--- config.mk ---
export PLATFORM = sky130hd
export DESIGN_NAME = dequantize_stream
export DESIGN_NICKNAME = d
export VERILOG_FILES = /design/src/rtl/dequant_pkg.sv /design/src/rtl/dequant_lane.sv /design/src/rtl/dequantize_stream.sv
export SDC_FILE = /design/constraint.sdc
export NUM_CORES = 1
export LEC_CHECK = 0
export ABC_AREA = 1
export CAP_MARGIN = 5
export CORE_ASPECT_RATIO = 1.2
export CORE_MARGIN = 8
export CORE_UTILIZATION = 55
export DETAILED_ROUTE_END_ITERATION = 8
export DONT_BUFFER_PORTS = 1
export GPL_TIMING_DRIVEN = 0
export HOLD_SLACK_MARGIN = 0.06
export PLACE_DENSITY = 0.71
export SLEW_MARGIN = 30
export SYNTH_ARGS = -nofsm -noshare
export SYNTH_HDL_FRONTEND = slang
export SYNTH_SLANG_ARGS = --single-unit
--- constraint.sdc ---
create_clock -name i_clk -period 2.3 [get_ports i_clk]
set_input_delay 0.46 -clock i_clk [delete_from_list [all_inputs] [get_ports i_clk]]
set_output_delay 0.46 -clock i_clk [all_outputs]
set_load 0.02 [all_outputs]
--- src/rtl/dequant_pkg.sv ---
// rtl/dequant_pkg.sv - shared widths, FSM state type and arithmetic helpers for dequantize_stream
package dequant_pkg;

    localparam int LANES  = 4;
    localparam int Q_W    = 8;
    localparam int ACC_W  = 32;
    localparam int PROD_W = 64;
    localparam int LANE_W = $clog2(LANES);

    typedef enum logic {
        IDLE = 1'b0,
        EMIT = 1'b1
    } state_t;

    // Half-LSB bias added before the arithmetic shift: rounds half toward +inf.
    function automatic logic signed [PROD_W-1:0] round_bias(input int shift);
        logic signed [PROD_W-1:0] bias;
        bias = '0;
        if (shift > 0) begin
            bias = {{(PROD_W-1){1'b0}}, 1'b1} << (shift - 1);
        end
        return bias;
    endfunction

    function automatic logic [ACC_W-1:0] sat_acc(input logic signed [PROD_W-1:0] v);
        logic signed [PROD_W-1:0] acc_max;
        logic signed [PROD_W-1:0] acc_min;
        logic [ACC_W-1:0]         res;
        acc_max = {{(PROD_W-ACC_W+1){1'b0}}, {(ACC_W-1){1'b1}}};
        acc_min = {{(PROD_W-ACC_W+1){1'b1}}, {(ACC_W-1){1'b0}}};
        if (v > acc_max) begin
            res = {1'b0, {(ACC_W-1){1'b1}}};
        end else if (v < acc_min) begin
            res = {1'b1, {(ACC_W-1){1'b0}}};
        end else begin
            res = v[ACC_W-1:0];
        end
        return res;
    endfunction

endpackage

--- src/rtl/dequant_lane.sv ---
// rtl/dequant_lane.sv - combinational int8 lane dequantizer (subtract, multiply, round, shift); DEQUANT_SAT_EN clamps to int32
module dequant_lane
    import dequant_pkg::*;
#(
    parameter logic signed [ACC_W-1:0] MULT_VAL   = 1,
    parameter int                      SHIFT_VAL  = 0,
    parameter int                      ZERO_POINT = 0
) (
    input  logic [Q_W-1:0]   i_q,
    output logic [ACC_W-1:0] o_r
);

    localparam logic signed [Q_W:0]      ZP   = (Q_W+1)'(ZERO_POINT);
    localparam logic signed [PROD_W-1:0] MULT = PROD_W'(MULT_VAL);
    localparam logic signed [PROD_W-1:0] BIAS = round_bias(SHIFT_VAL);

    logic signed [Q_W:0]      w_d;
    logic signed [PROD_W-1:0] w_d_ext;
    logic signed [PROD_W-1:0] w_p;
    logic signed [PROD_W-1:0] w_r;

    // 9 bits cover q - zp over the full int8 x int8 range without overflow.
    assign w_d     = $signed({i_q[Q_W-1], i_q}) - ZP;
    assign w_d_ext = PROD_W'(w_d);
    assign w_p     = w_d_ext * MULT;
    assign w_r     = (w_p + BIAS) >>> SHIFT_VAL;

`ifdef DEQUANT_SAT_EN
    assign o_r = sat_acc(w_r);
`else
    assign o_r = ACC_W'(w_r);
`endif

endmodule

--- src/rtl/dequantize_stream.sv ---
// rtl/dequantize_stream.sv - streaming int8x4 to int32 dequantizer; DEQUANT_SAT_EN enables output saturation
module dequantize_stream
    import dequant_pkg::*;
#(
    parameter logic signed [ACC_W-1:0] MULT_VAL   = 1,
    parameter int                      SHIFT_VAL  = 0,
    parameter int                      ZERO_POINT = 0
) (
    input  logic                 i_clk,
    input  logic                 i_rst,
    input  logic                 i_in_valid,
    output logic                 o_in_ready,
    input  logic [LANES*Q_W-1:0] i_in_data,
    input  logic                 i_in_last,
    output logic                 o_out_valid,
    input  logic                 i_out_ready,
    output logic [ACC_W-1:0]     o_out_data,
    output logic                 o_out_last
);

    state_t               r_state;
    logic [LANES*Q_W-1:0] r_word;
    logic                 r_last;
    logic [LANE_W-1:0]    r_lane;
    logic [ACC_W-1:0]     r_out_data;
    logic                 r_out_valid;
    logic                 r_out_last;

    logic                 w_load;
    logic                 w_take;
    logic                 w_lane_end;
    logic                 w_accept;
    logic [Q_W-1:0]       w_q;
    logic [ACC_W-1:0]     w_r;

    // Output stage may load when empty or drained this cycle; a lane moves only then.
    assign w_load     = !r_out_valid || i_out_ready;
    assign w_take     = (r_state == EMIT) && w_load;
    assign w_lane_end = (r_lane == LANE_W'(LANES - 1));
    assign o_in_ready = (r_state == IDLE) || (w_lane_end && w_take);
    assign w_accept   = i_in_valid && o_in_ready;
    assign w_q        = r_word[r_lane*Q_W +: Q_W];

    dequant_lane #(
        .MULT_VAL  (MULT_VAL),
        .SHIFT_VAL (SHIFT_VAL),
        .ZERO_POINT(ZERO_POINT)
    ) u_lane (
        .i_q(w_q),
        .o_r(w_r)
    );

    always_ff @(posedge i_clk) begin
        if (i_rst) begin
            r_state     <= IDLE;
            r_word      <= '0;
            r_last      <= 1'b0;
            r_lane      <= '0;
            r_out_data  <= '0;
            r_out_valid <= 1'b0;
            r_out_last  <= 1'b0;
        end else begin
            if (w_load) begin
                r_out_valid <= (r_state == EMIT);
                r_out_last  <= (r_state == EMIT) && w_lane_end && r_last;
                if (r_state == EMIT) begin
                    r_out_data <= w_r;
                end
            end

            case (r_state)
                IDLE: begin
                    if (w_accept) begin
                        r_word  <= i_in_data;
                        r_last  <= i_in_last;
                        r_lane  <= '0;
                        r_state <= EMIT;
                    end
                end
                EMIT: begin
                    if (w_take) begin
                        if (w_lane_end) begin
                            // Last lane leaves; refill in the same cycle to avoid a bubble.
                            r_lane <= '0;
                            if (w_accept) begin
                                r_word <= i_in_data;
                                r_last <= i_in_last;
                            end else begin
                                r_state <= IDLE;
                            end
                        end else begin
                            r_lane <= r_lane + LANE_W'(1);
                        end
                    end
                end
                default: r_state <= IDLE;
            endcase
        end
    end

    assign o_out_data  = r_out_data;
    assign o_out_valid = r_out_valid;
    assign o_out_last  = r_out_last;

endmodule

==> reports/metrics.yaml <==
status: "finished, final reports clean"
nets: 487
tightest_slew_ns: 0.483
drt_wl_total_mm: 6.22
clockBufferDepth: 2
synth_most_common_cell: "nand2_1"
num_antenna_cells: 0
grt_start_max_net_pins: 27
io_pins: 72
post-route-period-util_pct: 76.0
clockRootBuffer: "clkbuf_8"
cts_resized: 0
grt_usage_pct: 17.2
start_util_pct: 56.1
antenna_found_initial: 0
drt_iter0_markers: 154
path_cells: "ha_1 -> inv_1 -> nand2_4 -> nand2_1 -> inv_1"
drc: 0
setup_tns_ns: 0
drt_pass1_iterations: 4
ys_seq_area_share_pct: 33.9
num_vias: 2413
synthFlopType: "dfxtp_1"
powerDensity_nw_per_um2: 668
path_max_fanout: 8
cap_violations: 0
synthArstFlopShare_pct: 0
final_hold_viol_count: 0
postCtsSetupRepairBufs: 0
port_buffers: 0
required_ns: 1.84
dp_hpwl_mm: 4.76
totalPowerFinal_mw: 1.92
die_area_sq_um: 7450
regArea_sq_um: 922
critPathKind: "reg -> out"
synth_top_area_cell: "dfxtp_1"
globalRouteOverflowTotal: 0
cts-htree-levels: 2
hold_path.class: "in -> reg"
power.leakage_nw: 1.71
synthTopCellsByCount: "113 x nand2_1, 107 x inv_1, 46 x dfxtp_1, 34 x nand4_1, 34 x nor2_1"
setup-violations-final: 0
die_w_microns: 80.1
max_slew_margin_pct: 67.8
drt.antenna.violating_nets: 0
rsz0062_at_grt: "false"
synth_top_cell_area_share_pct: 33.9
syn-num-nets: 480
n_fill_cell: 498
multiInputGateArea_sq_um: 1020
num_rows: 28
cp.arrival_ns: 1.29
grt_pass1_wl_mm: 10.3
avgRoutedWirePerCell_microns: 12.2
synthCells: 442
postCtsHoldBufs: 0
clkTransAtPathRegs_ns: 0.08
end_kind: "primary output"
place_area_sq_um: 2790
cts_tree: "done"
avgSynthCellArea_sq_um: 6.14
area.growth.synth_to_final_pct: 6.18
cts_made_buffers: 5
synth_area_sq_um: 2710
ys_types: 18
finalInstanceArea_sq_um: 2880
fp.dieH_microns: 93.0
grt_pass1_vias: 2360
drive_above_1_share_pct: 14.4
finalCriticalPeriod_ns: 1.75
cts.sinks: 46
via_per_inst: 4.73
synth_edf_count: 0
cp_common_cell: "inv_1"
yosysWarningCount: 0
cp_slowest_cell: "dfxtp_1"
skew_ns: 0.00494
clock_latency_ns: 0.30
final_max_slew_viol_count: 0
core-area_sq_um: 4830
start_kind: "flip-flop"
cp_slowest_stage_delay_ns: 0.34
ir_drop_uv: 370
synthTopCellsByArea: "dfxtp_1 34%, nand2_1 16%, inv_1 15%"
fmax_ghz: 0.572
ys_ff_latch: 46
gp_congestion: 0.802
-- worst max-delay path, delay by kind of cell (launching register included) --
family / cells / cell delay (ns)
flops: 1 / 0.34
fa+ha+maj: 1 / 0.19
buf+inv: 2 / 0.25
simple gates: 2 / 0.21
-- logic make-up after synthesis --
kind of cell               share of synthesized area [%]
and+or+nand+nor                                     34.9
buffers and inverters                               28.4
adders and majority gates                          0.461
AOI/OAI and AO/OA                                   2.40
DFF                                                 33.9
-- sequential cells by signal (all words and copies together), names as in the netlist --
name         flops
r_word          32
r_lane           2
o_out_last       1
o_out_valid      1
r_state          1
r_last           1
o_out_data       8
-- per-layer routing --
metal,global-route usage (%),share of wire (%),vias to the layer above
met1,19.2,44,1050
met3,5.33,7.7,13
met5,0,0,-
met4,7.45,2.6,0
li1,-,-,1287
met2,29.1,46,63
-- report_power, final --
group / internal [mW] / switching (mW) / leakage [nW]
clock network: 0.243 / 0.278 / 0.0482
registers: 0.864 / 0.0522 / 0.381
logic: 0.177 / 0.311 / 1.28
-- final cells by class --
type | count | share of cell area [%]
multi-input combinational | 225 | 35.5
sequential | 46 | 32.0
inverter | 124 | 16.2
buffer | 47 | 10.6
clock buffer | 7 | 3.00
tap | 60 | 2.61
clock inverter | 1 | 0.174
-- per-stage QoR --
step / std cells / worst slack (ns) / utilization [%] / hold slack [ns]
floorplan: 442 / 0.776 / - / 0.468
global placement: 502 / 0.691 / 57.7 / 0.504
detailed placement: 502 / 0.642 / 57.7 / 0.508
CTS: 510 / 0.305 / 59.6 / 0.294
global route: 510 / 0.442 / 59.6 / 0.312
finish: 510 / 0.551 / 59.6 / 0.295
-- cell usage in the layout, fill, tap and decap left out, drive strengths merged --
master | Yosys | layout
a21oi | 12 | 12
nor2 | 34 | 34
clkbuf | 6 | 13
inv | 122 | 122
buf | 41 | 41
nand2 | 114 | 114
dfxtp | 46 | 46
clkinv | 2 | 3
o21ai | 1 | 1
nand3 | 29 | 29
nand4 | 34 | 34
ha | 1 | 1
-- path summary, 6_finish.rpt --
check / from / end / slack [ns] / depth (start not counted)
worst max-delay path: r_lane[1] / o_in_ready / 0.55 / 5
worst min-delay path: i_rst / o_out_data[2] / 0.29 / 3
worst max register to register: r_lane[1] / o_out_data[1] / 0.91 / 6
worst min register to register: r_word[10] / r_word[10] / 0.52 / 4
No activity file was read; power rests on OpenSTA's default activity.
